--- src/rtl/effects_gain_sequencer.sv ---
// Sample-synchronous gain sequencer for the effects pipeline: tick-to-valid strobe,
// zipper-free gain ramping, soft mute and pipeline priming. Optional macro: GAIN_SEQ_FAST_RAMP_EN.
module effects_gain_sequencer #(
  parameter int unsigned GAIN_W    = 11,
  parameter int unsigned STEP      = 1,
  parameter int unsigned PIPE_LAT  = 3,
  parameter logic [GAIN_W-1:0] MUTE_GAIN = '0
) (
  input  logic              clk,
  input  logic              rst,
  input  logic              i_sample_tick,
  input  logic [GAIN_W-1:0] i_gain_target,
  input  logic              i_gain_load,
  input  logic              i_mute,
  output logic              o_valid,
  output logic [GAIN_W-1:0] o_par_gain,
  output logic              o_out_valid,
  output logic              o_busy,
  output logic              o_muted
);

  // Step sizes are clamped to the gain range so they fit the GAIN_W+1 difference width.
  localparam int unsigned    GAIN_RANGE = 2 ** GAIN_W;
  localparam int unsigned    STEP_C     = (STEP > GAIN_RANGE) ? GAIN_RANGE : STEP;
  localparam logic [GAIN_W:0] STEP_V    = STEP_C[GAIN_W:0];
`ifdef GAIN_SEQ_FAST_RAMP_EN
  localparam int unsigned    FAST_C     = (16 * STEP > GAIN_RANGE) ? GAIN_RANGE : 16 * STEP;
  localparam logic [GAIN_W:0] FAST_V    = FAST_C[GAIN_W:0];
`endif
  localparam int unsigned    CNT_W      = (PIPE_LAT > 0) ? $clog2(PIPE_LAT + 1) : 1;
  localparam logic [CNT_W-1:0] LAT_C    = CNT_W'(PIPE_LAT);

  typedef enum logic [1:0] {IDLE, RAMP, MUTE_DOWN, MUTED} state_t;

  state_t             state_reg;
  logic [GAIN_W-1:0]  gain_reg, gain_next, target_reg, dest;
  logic [GAIN_W:0]    diff, step_amt;
  logic               up;
  logic [CNT_W-1:0]   prime_cnt_reg;
  logic               valid_reg, out_valid_reg;

  // One step toward the current destination; the mute request selects where that is.
  always_comb begin
    dest = i_mute ? MUTE_GAIN : target_reg;
    up   = (dest >= gain_reg);
    diff = up ? ({1'b0, dest} - {1'b0, gain_reg}) : ({1'b0, gain_reg} - {1'b0, dest});
`ifdef GAIN_SEQ_FAST_RAMP_EN
    step_amt = (diff > FAST_V) ? FAST_V : STEP_V;
`else
    step_amt = STEP_V;
`endif
    if (step_amt > diff)
      step_amt = diff;
    gain_next = up ? GAIN_W'({1'b0, gain_reg} + step_amt)
                   : GAIN_W'({1'b0, gain_reg} - step_amt);
  end

  always_ff @(posedge clk) begin
    if (!rst) begin
      state_reg     <= IDLE;
      gain_reg      <= '0;
      target_reg    <= '0;
      prime_cnt_reg <= '0;
      valid_reg     <= 1'b0;
      out_valid_reg <= 1'b0;
    end else begin
      valid_reg     <= i_sample_tick;
      out_valid_reg <= i_sample_tick && (prime_cnt_reg == LAT_C);
      if (i_gain_load)
        target_reg <= i_gain_target;
      // A tick that coincides with a load still uses the old target held in target_reg.
      if (i_sample_tick) begin
        if (prime_cnt_reg != LAT_C)
          prime_cnt_reg <= prime_cnt_reg + 1'b1;
        gain_reg <= gain_next;
        if (i_mute)
          state_reg <= (gain_next == MUTE_GAIN) ? MUTED : MUTE_DOWN;
        else
          state_reg <= (gain_next == target_reg) ? IDLE : RAMP;
      end
    end
  end

  assign o_valid     = valid_reg;
  assign o_out_valid = out_valid_reg;
  assign o_par_gain  = gain_reg;
  assign o_busy      = (state_reg == RAMP) || (state_reg == MUTE_DOWN);
  assign o_muted     = (state_reg == MUTED);

endmodule

--- config.mk ---
export PLATFORM = sky130hd
export DESIGN_NAME = effects_gain_sequencer
export DESIGN_NICKNAME = d
export VERILOG_FILES = /design/src/rtl/effects_gain_sequencer.sv
export SDC_FILE = /design/constraint.sdc
export NUM_CORES = 1
export LEC_CHECK = 0
export ABC_AREA = 0
export CORE_AREA = 2 2 135 71
export DETAILED_ROUTE_END_ITERATION = 12
export DIE_AREA = 0 0 137 73
export MAX_ROUTING_LAYER = met4
export PLACE_DENSITY_LB_ADDON = 0.15
export SLEW_MARGIN = 20
export SYNTH_ARGS = -nofsm -noshare
export SYNTH_HDL_FRONTEND = slang
export SYNTH_SLANG_ARGS = --single-unit
--- constraint.sdc ---
create_clock -name clk -period 13.3 [get_ports clk]
set_input_delay 2.66 -clock clk [delete_from_list [all_inputs] [get_ports clk]]
set_output_delay 2.66 -clock clk [all_outputs]
set_load 0.005 [all_outputs]
==> summary.md <==
| Metric | Value |
|---|---|
| DRC | 0 |
| Fmax | 108 MHz |
| Vias in the first global route | 2,481 |
| CP Capture Type | flip-flop |
| Top FF cell, synth | dfxtp_1 |
| Worst Clk Skew | 0.00357 ns |
| Largest net degree at the start of global routing | 29 |
| Slew @ Worst Pin | 0.939 ns |
| Worst hold path class | reg2reg |
| DIE HEIGHT | 73 µm |
| Post-route clock period utilization | 0.699 |
| Row cnt | 25 |
| Mapped cell area | 3190 µm² |
| Starting density of the core | 0.354 |
| Post-synth EDFFs | 0 |
| Port bufs | 30 |
| CTS tree | built |
| DR vias | 2,812 |
| Fin nets | 452 |
| Min cycle time layout | 9.30 ns |
| Avg Cell Area, Syn | 8.56 µm² |
| Post-synth ARST share | 0 |
| Vias/cell | 5.46 |
| I/O pins | 31 |
| Cell variety after synth | 71 |
| Crit path kind | in2reg |
| Post-CTS setup buffer count | 0 |
| Antenna violations before repair | 0 |
| Hold Buf Count CTS | 0 |
| Slew Limit Fails | 0 |
| Startpoint Class | input pin |
| Most common cell after layout, fill and taps aside | ha_1 |
| Area after DPL | 3580 µm² |
| Synth Warn # | 0 |
| Power consumption | 950 µW |
| Die Wd | 137 µm |
| Area of the multi-input gates | 2460 µm² |
| Iteration-0 DRC Markers | 234 |
| Maxcap violations | 0 |
| Total iterations of the first detailed-routing run | 5 |
| Htree depth | 1 |
| Status | finished, final reports clean |
| Mapped Cells | 372 |
| Fin area | 3670 µm² |
| DR WL/cell | 17.3 µm |
| Full die area | 10,000 µm² |
| Lkg Pwr | 0.00160 µW |
| Hold Fails Final Rpt | 0 |
| Cell Pwr Density | 259 nW/µm² |
| First-pass GRT wire length | 14.2 mm |
| Register area share after synthesis | 0.176 |
| Slew headroom | 0.372 |
| Total GRT Usage | 0.191 |
| Clock slew at the register clock pins of the worst setup and hold paths | 0.07 ns |
| Num CTS Buffers | 3 |
| Placer Congestion | 0.891 |
| Register area | 561 µm² |
| Clk Latency, worst-skew pair | 0.27 ns |
| Core area | 9010 µm² |
| Post_cts resized | 0 |
| Critical path required time | 13.41 ns |
| # clock sinks | 28 |
| Yosys reg bits | 28 |
| Worst VDD drop | 101 µV |
| Post-DP HPWL | 7.29 mm |
| Setup TNS | 0 ns |
| Antenna-violating nets left | 0 |
| Clock Root Buffer | clkbuf_16 |
| Total congestion overflow | 0 |
| Worst Path Arrival | 9.41 ns |
| Final setup vio count | 0 |
| RSZ-0062 raised after global routing | no |
| Share of cells above drive strength 1 | 0.0533 |
| # fillers | 919 |
| Net Count, Synth | 429 |
| CP Max Fanout | 14 |
| P&R area growth vs syn | 15.1% |
| Ant diodes | 0 |
| Drt total wl | 8.91 mm |
| Maximum root-to-sink buffer count | 2 |
| Commonest cells after routing, fill and taps aside | ha_1 (38), clkdlybuf4s50_1 (30), dfxtp_1 (28), inv_1 (27), nor2b_1 (25) |
==> power by group <==
part	internal [µW]	leakage, µW	total, µW	switching [µW]
combinational	320	0.00132	752	432
sequential	99.0	0.000232	123	23.6
clock	46.2	0.0000442	76.1	30.0
==> critical path, stage by stage <==
cell and delay (ns):
clkdlybuf4s50_1 0.69, nand2b_1 0.31, ha_1 0.22, fa_1 0.43, and2b_1 0.24, o21a_2 0.17, o211ai_4 0.11, a21oi_4 0.28
nor2_8 0.08, o311ai_0 0.70, nor4b_4 0.44, and3_1 0.21, ha_1 0.24, nor3_1 0.08, nand3_1 0.15, o311ai_1 0.19
ha_1 0.40, nand3b_1 0.15, a31oi_1 0.30, o311a_1 0.23, o21a_1 0.11, nor2_1 0.04, xnor2_1 0.44, mux2i_1 0.27
a31o_1 0.16, a31oi_1 0.07
==> path summary, 6_finish.rpt <==
| path | to | startpoint | cells after the start | slack, ns |
|---|---|---|---|---|
| worst min-delay path | prime_cnt_reg[1] | prime_cnt_reg[1] | 2 | 0.53 |
| worst max register to register | state_reg[0] | target_reg[0] | 25 | 6.93 |
| worst min register to register | prime_cnt_reg[1] | prime_cnt_reg[1] | 2 | 0.53 |
| worst max-delay path | state_reg[0] | i_mute | 26 | 4.00 |
==> area by class of cell <==
type | instances | share of cell area
inverter | 27 | 0.0276
sequential | 28 | 0.153
multi-input combinational | 305 | 0.672
tap | 121 | 0.0413
timing repair buffer | 30 | 0.0819
clock buffer | 4 | 0.0242
==> synth_stat cells (5+ instances only) <==
| master | n | area (µm²) |
|---|---|---|
| a21o_1 | 5 | 37.5 |
| clkbuf_1 | 6 | 22.5 |
| dfxtp_1 | 28 | 561 |
| nor3_1 | 8 | 40.0 |
| ha_1 | 38 | 475 |
| a21oi_1 | 11 | 55.1 |
| nand2b_1 | 15 | 93.8 |
| xnor2_1 | 16 | 140 |
| and2_1 | 6 | 37.5 |
| a31oi_1 | 10 | 62.6 |
| nand2_1 | 12 | 45.0 |
| o21ai_0 | 16 | 80.1 |
| o21a_1 | 10 | 75.1 |
| and3_1 | 6 | 37.5 |
| xor2_1 | 8 | 70.1 |
| mux2i_1 | 24 | 240 |
| nor2b_1 | 25 | 156 |
| o311ai_0 | 5 | 43.8 |
| nor2_1 | 18 | 67.6 |
| inv_1 | 27 | 101 |
==> layer usage <==
layer | up-vias | share of wire | GRT usage
met2 | 93 | 0.35 | 0.227
met1 | 1325 | 0.55 | 0.305
li1 | 1392 | - | -
met4 | 0 | 0.0033 | 0.0172
met5 | - | 0 | -
met3 | 2 | 0.091 | 0.0625
==> cell families after synthesis <==
family          synth area share
mux                       0.0789
other cells              0.00118
simple gates               0.223
flops                      0.176
compound gates             0.229
fa+ha+maj                  0.168
xor+xnor                  0.0734
buf+inv                   0.0507
==> stage by stage <==
step	util	setup WS, ns	hold WS [ns]	instances
floorplan	-	5.44	0.487	372
global placement	0.397	3.89	0.503	511
detailed placement	0.397	3.99	0.518	511
CTS	0.407	4.25	0.534	515
global route	0.407	3.68	0.558	515
finish	0.407	4.00	0.534	515
Note: power is estimated with default switching activity, not from simulation.
